$ cat src/rtl/al422_pkg.sv
// Shared definitions for the AL422 frame writer and its read-side counterpart.
package al422_pkg;

  // Write-controller FSM states
  typedef enum logic [1:0] {
    ST_IDLE   = 2'd0,
    ST_WRST   = 2'd1,
    ST_STREAM = 2'd2
  } al422_state_e;

  // Frame header byte offsets (payload is opaque to the writer)
  localparam int unsigned HDR_CFG_OFS      = 0;
  localparam int unsigned HDR_ACT_LO_OFS   = 1;
  localparam int unsigned HDR_ACT_HI_OFS   = 2;
  localparam int unsigned HDR_INACT_LO_OFS = 6;
  localparam int unsigned HDR_INACT_HI_OFS = 7;
  localparam int unsigned HDR_DATA_OFS     = 8;

  // Config byte fields
  localparam logic [7:0] CFG_OE_INV_MASK = 8'h20;
  localparam logic [7:0] CFG_ROWS_MASK   = 8'h1F;

endpackage

$ cat src/rtl/al422_frame_writer.sv
// Write-side AL422 controller: pointer reset per frame, then FRAME_BYTES
// bytes clocked into the FIFO from a valid/ready byte stream.
module al422_frame_writer
  import al422_pkg::*;
#(
  parameter int unsigned FRAME_BYTES = 8192,
  parameter int unsigned RST_CYCLES  = 4
) (
  input  logic       in_clk,
  input  logic       in_nrst,
  input  logic [7:0] s_data,
  input  logic       s_sof,
  input  logic       s_valid,
  output logic       s_ready,
  output logic       al422_nwrst_out,
  output logic       al422_we_out,
  output logic [7:0] al422_data_out,
  output logic       frame_done,
  output logic       frame_err,
  output logic       busy
);

  localparam int unsigned CW = (FRAME_BYTES > 1) ? $clog2(FRAME_BYTES) : 1;
  localparam int unsigned RW = 4;
  localparam logic [CW-1:0] CNT_LAST = CW'(FRAME_BYTES - 1);
  localparam logic [RW-1:0] RST_LAST = RW'(RST_CYCLES - 1);

  al422_state_e  state_q, state_d;
  logic [CW-1:0] cnt_q, cnt_d;
  logic [RW-1:0] rcnt_q, rcnt_d;
  logic          nwrst_q, nwrst_d;
  logic          we_q, we_d;
  logic [7:0]    data_q, data_d;
  logic          done_q, done_d;
  logic          err_q, err_d;
  logic          busy_q, busy_d;
  logic          abort_c;

  // State, counters and registered AL422 / status outputs
  always_ff @(posedge in_clk) begin
    if (!in_nrst) begin
      state_q <= ST_IDLE;
      cnt_q   <= '0;
      rcnt_q  <= '0;
      nwrst_q <= 1'b1;
      we_q    <= 1'b1;
      data_q  <= 8'h00;
      done_q  <= 1'b0;
      err_q   <= 1'b0;
      busy_q  <= 1'b0;
    end else begin
      state_q <= state_d;
      cnt_q   <= cnt_d;
      rcnt_q  <= rcnt_d;
      nwrst_q <= nwrst_d;
      we_q    <= we_d;
      data_q  <= data_d;
      done_q  <= done_d;
      err_q   <= err_d;
      busy_q  <= busy_d;
    end
  end

  // Next-state, handshake and output decode
  always_comb begin
    state_d = state_q;
    cnt_d   = cnt_q;
    rcnt_d  = rcnt_q;
    we_d    = 1'b1;
    data_d  = data_q;
    done_d  = 1'b0;
    err_d   = 1'b0;
    s_ready = 1'b0;
    // SOF is only an abort once at least one byte of the frame has gone in
    abort_c = s_valid & s_sof & (cnt_q != '0);

    unique case (state_q)
      ST_IDLE: begin
        // Drop non-SOF bytes to resync; leave the SOF byte for STREAM
        s_ready = s_valid & ~s_sof;
        if (s_valid && s_sof) begin
          state_d = ST_WRST;
          rcnt_d  = '0;
        end
      end
      ST_WRST: begin
        if (rcnt_q == RST_LAST) begin
          state_d = ST_STREAM;
          cnt_d   = '0;
        end else begin
          rcnt_d = rcnt_q + RW'(1);
        end
      end
      ST_STREAM: begin
        s_ready = ~(s_sof & (cnt_q != '0));
        if (abort_c) begin
          err_d   = 1'b1;
          state_d = ST_WRST;
          rcnt_d  = '0;
          cnt_d   = '0;
        end else if (s_valid) begin
          we_d   = 1'b0;
          data_d = s_data;
          if (cnt_q == CNT_LAST) begin
            done_d  = 1'b1;
            state_d = ST_IDLE;
            cnt_d   = '0;
          end else begin
            cnt_d = cnt_q + CW'(1);
          end
        end
      end
      default: begin
        state_d = ST_IDLE;
        cnt_d   = '0;
      end
    endcase

    nwrst_d = (state_d != ST_WRST);
    busy_d  = (state_d != ST_IDLE);
  end

  assign al422_nwrst_out = nwrst_q;
  assign al422_we_out    = we_q;
  assign al422_data_out  = data_q;
  assign frame_done      = done_q;
  assign frame_err       = err_q;
  assign busy            = busy_q;

endmodule
$ cat config.mk
export PLATFORM = sky130hd
export DESIGN_NAME = al422_frame_writer
export DESIGN_NICKNAME = d
export VERILOG_FILES = /design/src/rtl/al422_pkg.sv /design/src/rtl/al422_frame_writer.sv
export SDC_FILE = /design/constraint.sdc
export NUM_CORES = 1
export LEC_CHECK = 0
export CORE_MARGIN = 2
export CORE_UTILIZATION = 24
export CTS_CLUSTER_SIZE = 10
export DETAILED_ROUTE_END_ITERATION = 10
export PLACE_DENSITY = 0.41
export REMOVE_ABC_BUFFERS = 1
export SLEW_MARGIN = 15
export SYNTH_ARGS = -nofsm -noshare
export SYNTH_HDL_FRONTEND = slang
export SYNTH_SLANG_ARGS = --single-unit
$ cat constraint.sdc
create_clock -name in_clk -period 3 [get_ports in_clk]
set_input_delay 0.6 -clock in_clk [delete_from_list [all_inputs] [get_ports in_clk]]
set_output_delay 0.6 -clock in_clk [all_outputs]
set_load 0.02 [all_outputs]
* Yosys cells after proc, flatten, opt, wreduce, memory -nomap -nowiden
Cells that the tools add are included.
** Cells by class
- Magnitude comparators :: 0
- Equality and inequality tests :: 10
- Multipliers :: 0
- Div/mod/pow operators :: 0
- Shift-type cells :: 0
- Reductions and logical operators :: 11
- $add $sub $neg :: 2
- Multiplexer cells :: 19
- Bitwise logic cells :: 11
** Operators with widths (count)
- two-way mux 13 bit :: 4
- case mux 13 bit (3 select lines) :: 1
- adder 13 x 1 -> 13 bit, second input constant :: 1
- == test 13 bit, second input constant :: 1
- nonzero test 13 bit :: 1
- two-way mux 4 bit :: 3
- case mux 4 bit (3 select lines) :: 1
- two-way mux 2 bit :: 5
- != test 2 bit, second input constant :: 4
- NOT 1 bit :: 7
- case mux 2 bit (3 select lines) :: 1
- AND reduction 3 bit :: 2
- adder 4 x 1 -> 4 bit, second input constant :: 1
- AND 1 bit :: 4
- == test 4 x 2 -> 1 bit, second input constant :: 1
- AND reduction 4 bit :: 1
- OR reduction 4 bit :: 1
- two-way mux 1 bit :: 3
- != test 3 bit, second input constant :: 1
- nonzero test 3 bit :: 1
- OR reduction 3 bit :: 1
- == test 2 x 1 -> 1 bit, second input constant :: 1
- == test 2 bit, second input constant :: 1
- zero test 2 bit :: 1
- other kinds (5) :: 5
** Word-level totals
- Input port bits :: 12
- Word-level logic and storage cells :: 62
- Bits in latches :: 0
- Memories kept :: 0
- Flip-flop bits (word level) :: 32
- Bits in writable memories :: 0
- Output and inout port bits :: 14
- ROM bits :: 0

* Depth between registers and ports, before layout
- Depth after elaboration :: 6
- Depth in mapped cells :: 6
- Mapped depth without buffers :: 6

* Least setup slack after synthesis
No wires, ideal clock.
- Path type :: register -> output
- Start :: reg cnt_q[0]
- End :: out s_ready
- Data arrival time :: 1.758 ns
- Path slack :: 0.642 ns
- Stages on the path, launching flop included :: 7
- Data required time :: 2.400 ns
- Path buffers :: 0
- Path through :: dfxtp_1 inv_1 ha_1 or4b_4 nor4_2 nor2_1 nor2_1
** Between the ends
- Word-level cells in the longest chain between the ends :: 4
** RTL lines
- start, declared :: line al422_frame_writer.sv:29 : logic [CW-1:0] cnt_q, cnt_d;
- start signal, assigned :: line al422_frame_writer.sv:53 : cnt_q <= cnt_d;
- nonzero test 13 bit :: line al422_frame_writer.sv:95 : s_ready = ~(s_sof & (cnt_q != '0));
- AND 1 bit :: line al422_frame_writer.sv:95
- NOT 1 bit :: line al422_frame_writer.sv:95
- case mux 1 bit (2 select lines) :: line al422_frame_writer.sv:77 : unique case (state_q)
- end, declared :: line al422_frame_writer.sv:14 : output logic s_ready,
No other way between the ends.

* Final worst setup path
Same ends and word-level chain as after synthesis.

==> metrics.cfg <==
[layout]
drive_above_1_share_pct = 15.81
areaGrowthSynthToFinish_pct = 28.44
antenna_cells = 0
final_nets = 230

[floorplanning]
die_area_um2 = 7534
pin_count = 26
core_area_um2 = 6719
die_w_um = 86.80
num_rows = 30
initial_core_util_pct = 24.49
die_h_um = 86.80

[routing]
antenna_left = 0
num_vias = 1458
post_drt_via_cell_ratio = 4.942
drt_iter0_drc = 63
drcViolationCount = 0
dr.pass1.iters = 4
routedWlPerCell_um = 14.14
drt-total-wl_um = 4170

[worst_setup_path]
critPathBufInv = 2
cp_cell_sequence = inv_1 > ha_1 > or4b_4 > nor4_2 > nor2_1 > nor2_1 > dlymetal6s2s_1
slowest_delay_ns = 0.52
crit_required_ns = 2.40
crit_fanout = 5
r2r_cells = 5
rr_endpoint = cnt_q[8]
path_delay_family = simple AND/OR/NAND/NOR gates
r2r_slack_ns = 0.85
cpMaxStageDelayCell = or4b_4
start_kind = flop
critPathArrivalTime_ns = 1.99
path_common_cell = nor2_1
critPathCaptureType = primary output
worstSetupPathType = reg2out
regToRegStartpoint = cnt_q[0]

[global_routing]
grt_max_degree = 24
use_met1_pct = 16.55
gr-usage-met2_pct = 18.32
grtUsageMet3_pct = 3.429
grt_pass1_wl_um = 7107
grt.overflow.total = 0
grt.total_usage_pct = 12.04
grt_pass1_vias = 1383
antenna_found_initial = 0
top_usage_layer = met2

[logic_synthesis]
synth_top_family_by_area = simple AND/OR/NAND/NOR gates
synth-compound-area-share_pct = 23.88
synth-seq-cells = 32
synth_xor_area_share_pct = 3.194
ys_seq_area_share_pct = 38.94
synth-simple-area-share_pct = 28.29
avgSynthCellArea_um2 = 9.040
synthCells = 182
synth_top_cell_by_area = dfxtp_1
syn_area_um2 = 1645
synthMuxAreaShare_pct = 0
yosys-top-cells-area = dfxtp_1, a21oi_1, o21ai_0, nand3_1, nor3_2
synth.top_cell.area_share_pct = 38.94
yosysUniqueCellTypes = 41
synthAdderAreaFrac_pct = 2.281
yosys_warnings = 0

[clocking]
cts_max_level = 2
cts_tree = done
cts.clk_slew.worst_paths_ns = 0.06
postCtsHoldBufs = 0
cts_sinks = 32
numCtsBuffers = 5
worstSkewPairLatency_ns = 0.28
cts_root_buffer = clkbuf_8
clock_path_buffers = 2

[flow_run]
max_cap_viol_count = 0

[sta]
max_slew.worst_pin.slew_ns = 0.5561
final_hold_viol_count = 0
setup_ws_ns = 0.4110
setup-violations-final = 0
layout_min_cycle_time_ns = 2.589
finalCritPeriodShare_pct = 86.30
rsz0062_at_grt = false
final-max-slew-violation-count = 0
fmax_mhz = 386.2
skew_ns = 0.006428
tns_ns = 0
maxSlewHeadroom_pct = 62.64

[place]
place_congestion = 0.7417
portBuffers = 25
pre_cts_ws_ns = 0.2668
dp_hpwl_um = 3019

[pwr]
leakage_nw = 0.7037
p_int_uw = 612.1
p_per_area_nw_per_um2 = 376.3
p_seq_share_pct = 54.4
ir_drop_mv = 0.1461
power.switching_fraction_pct = 23.03
combPwrFrac_pct = 6.5
power.share.clock_pct = 39.0
power.switching_uw = 183.1

[worst_hold_path]
holdPathEnd = al422_data_out[5]
hold_start = al422_data_out[5]
min_path_type = reg2reg
holdPathStages = 2

[outcome]
status = completed

==> cell usage in the layout (no fill, tap or decap), types with 3 or more instances in the layout <==
cell and instances:
clkdlybuf4s50_1 24, nand4_1 4, o2111ai_1 3, o211ai_1 6, o21ai_0 15, xor2_1 6, nand3_1 14, or3_1 3
dfxtp_1 32, clkbuf_8 5, a21oi_1 17, nor3_2 7, nand2_1 10, inv_1 7, nor2_1 8, nor2b_1 3
buf_4 9, nand4b_1 3, ha_1 3
==> cell families after synthesis <==
logic type	count (synthesis)
and+or+nand+nor	72
AOI/OAI and AO/OA	54
DFF	32
buffers and inverters	15
xor gates and xnor gates	6
adders and majority gates	3
==> worst max-delay path by stage <==
| stage | cells after the start | to | start | slack [ns] |
|---|---|---|---|---|
| 2_1_floorplan | 6 | s_ready | cnt_q[0] | 0.64 |
| 3_3_place_gp | 6 | s_ready | s_valid | 0.26 |
| 3_5_place_dp | 6 | s_ready | s_valid | 0.27 |
| 4_1_cts | 7 | s_ready | cnt_q[0] | 0.003 |
| 5_1_grt | 7 | s_ready | cnt_q[0] | 0.24 |
| 6_report | 7 | s_ready | cnt_q[0] | 0.41 |
==> cells in the mapped netlist <==
cell type,instances
o2111ai_1,3
clkbuf_1,8
nor3b_1,1
and4_1,2
and2_1,2
or4_1,2
nor3_2,7
a21oi_1,17
or2_2,1
o21ai_0,15
a31oi_1,2
dfxtp_1,32
a31oi_4,1
o31ai_1,1
nand2_1,10
nor3_1,1
nand4_1,4
nor4_2,1
o21a_1,1
a2111o_1,1
nor4bb_1,1
and3_1,1
ha_1,3
inv_1,7
nand3_2,1
nand4bb_1,1
nor2_1,8
xor2_1,6
nand4b_1,3
a211oi_2,2
nor4_1,1
or4_4,2
nand2b_1,2
o32ai_2,1
or3_1,3
nor2b_1,3
o211ai_1,6
o31a_1,2
or4b_4,1
nand3_1,14
o31ai_4,2
==> layout make-up <==
| type | count | area, µm² |
|---|---|---|
| Clock inverter | 1 | 5.005 |
| Tap cell | 80 | 100.1 |
| Inverter | 7 | 26.28 |
| Multi-Input combinational cell | 135 | 948.4 |
| Sequential cell | 32 | 640.6 |
| Clock buffer | 6 | 72.57 |
| Timing Repair Buffer | 34 | 320.3 |
| Fill cell | 704 | 4606 |
==> worst reg2reg max path, cell delays in order, from the launching register on <==
cell and delay, ns:
dfxtp_1 0.39, ha_1 0.32, nand2_1 0.07, or4_1 0.58
a31oi_4 0.52, o32ai_2 0.14
==> sequential cells by signal, summed over array words and instances, names as in the netlist <==
name             flops
cnt_q               13
al422_data_out       8
rcnt_q               4
state_q              2
al422_nwrst_out      1
al422_we_out         1
busy                 1
frame_done           1
frame_err            1
==> metrics by stage <==
stage / utilization [%] / power, mW / hold WS [ns] / std cells / area (µm²)
3_3_place_gp: 30.26 / 0.4960 / 0.4611 / 288 / 2033
6_report: 31.45 / 0.7952 / 0.4746 / 295 / 2113
2_1_floorplan: - / 0.4635 / 0.4570 / 174 / 1615
4_1_cts: 31.42 / 0.8110 / 0.4802 / 295 / 2111
5_1_grt: 31.45 / 0.8351 / 0.4994 / 295 / 2113
3_5_place_dp: 30.26 / 0.4951 / 0.4686 / 288 / 2033
==> power by group through the flow <==
stage          Clock, mW  Sequential, mW  Combinational (mW)
2_1_floorplan          0           0.444              0.0195
5_1_grt            0.345           0.433              0.0567
6_report           0.310           0.433              0.0518
3_3_place_gp           0           0.443              0.0534
3_5_place_dp           0           0.443              0.0525
4_1_cts            0.325           0.433              0.0529
==> layer usage <==
layer	vias to the layer above	share of wire (%)
li1	754	-
met1	675	52
met2	24	43
met3	5	3.6
met4	0	1.3
met5	-	0
==> what timing repair did <==
| action | 4_1_cts | 5_1_grt |
|---|---|---|
| setup endpoints to repair | 0 | 1 |
| gates resized for setup | 0 | 1 |
| endpoints found under the hold margin | 0 | 0 |
| setup buffers | 0 | 0 |
(Power assumes the default switching activity.)
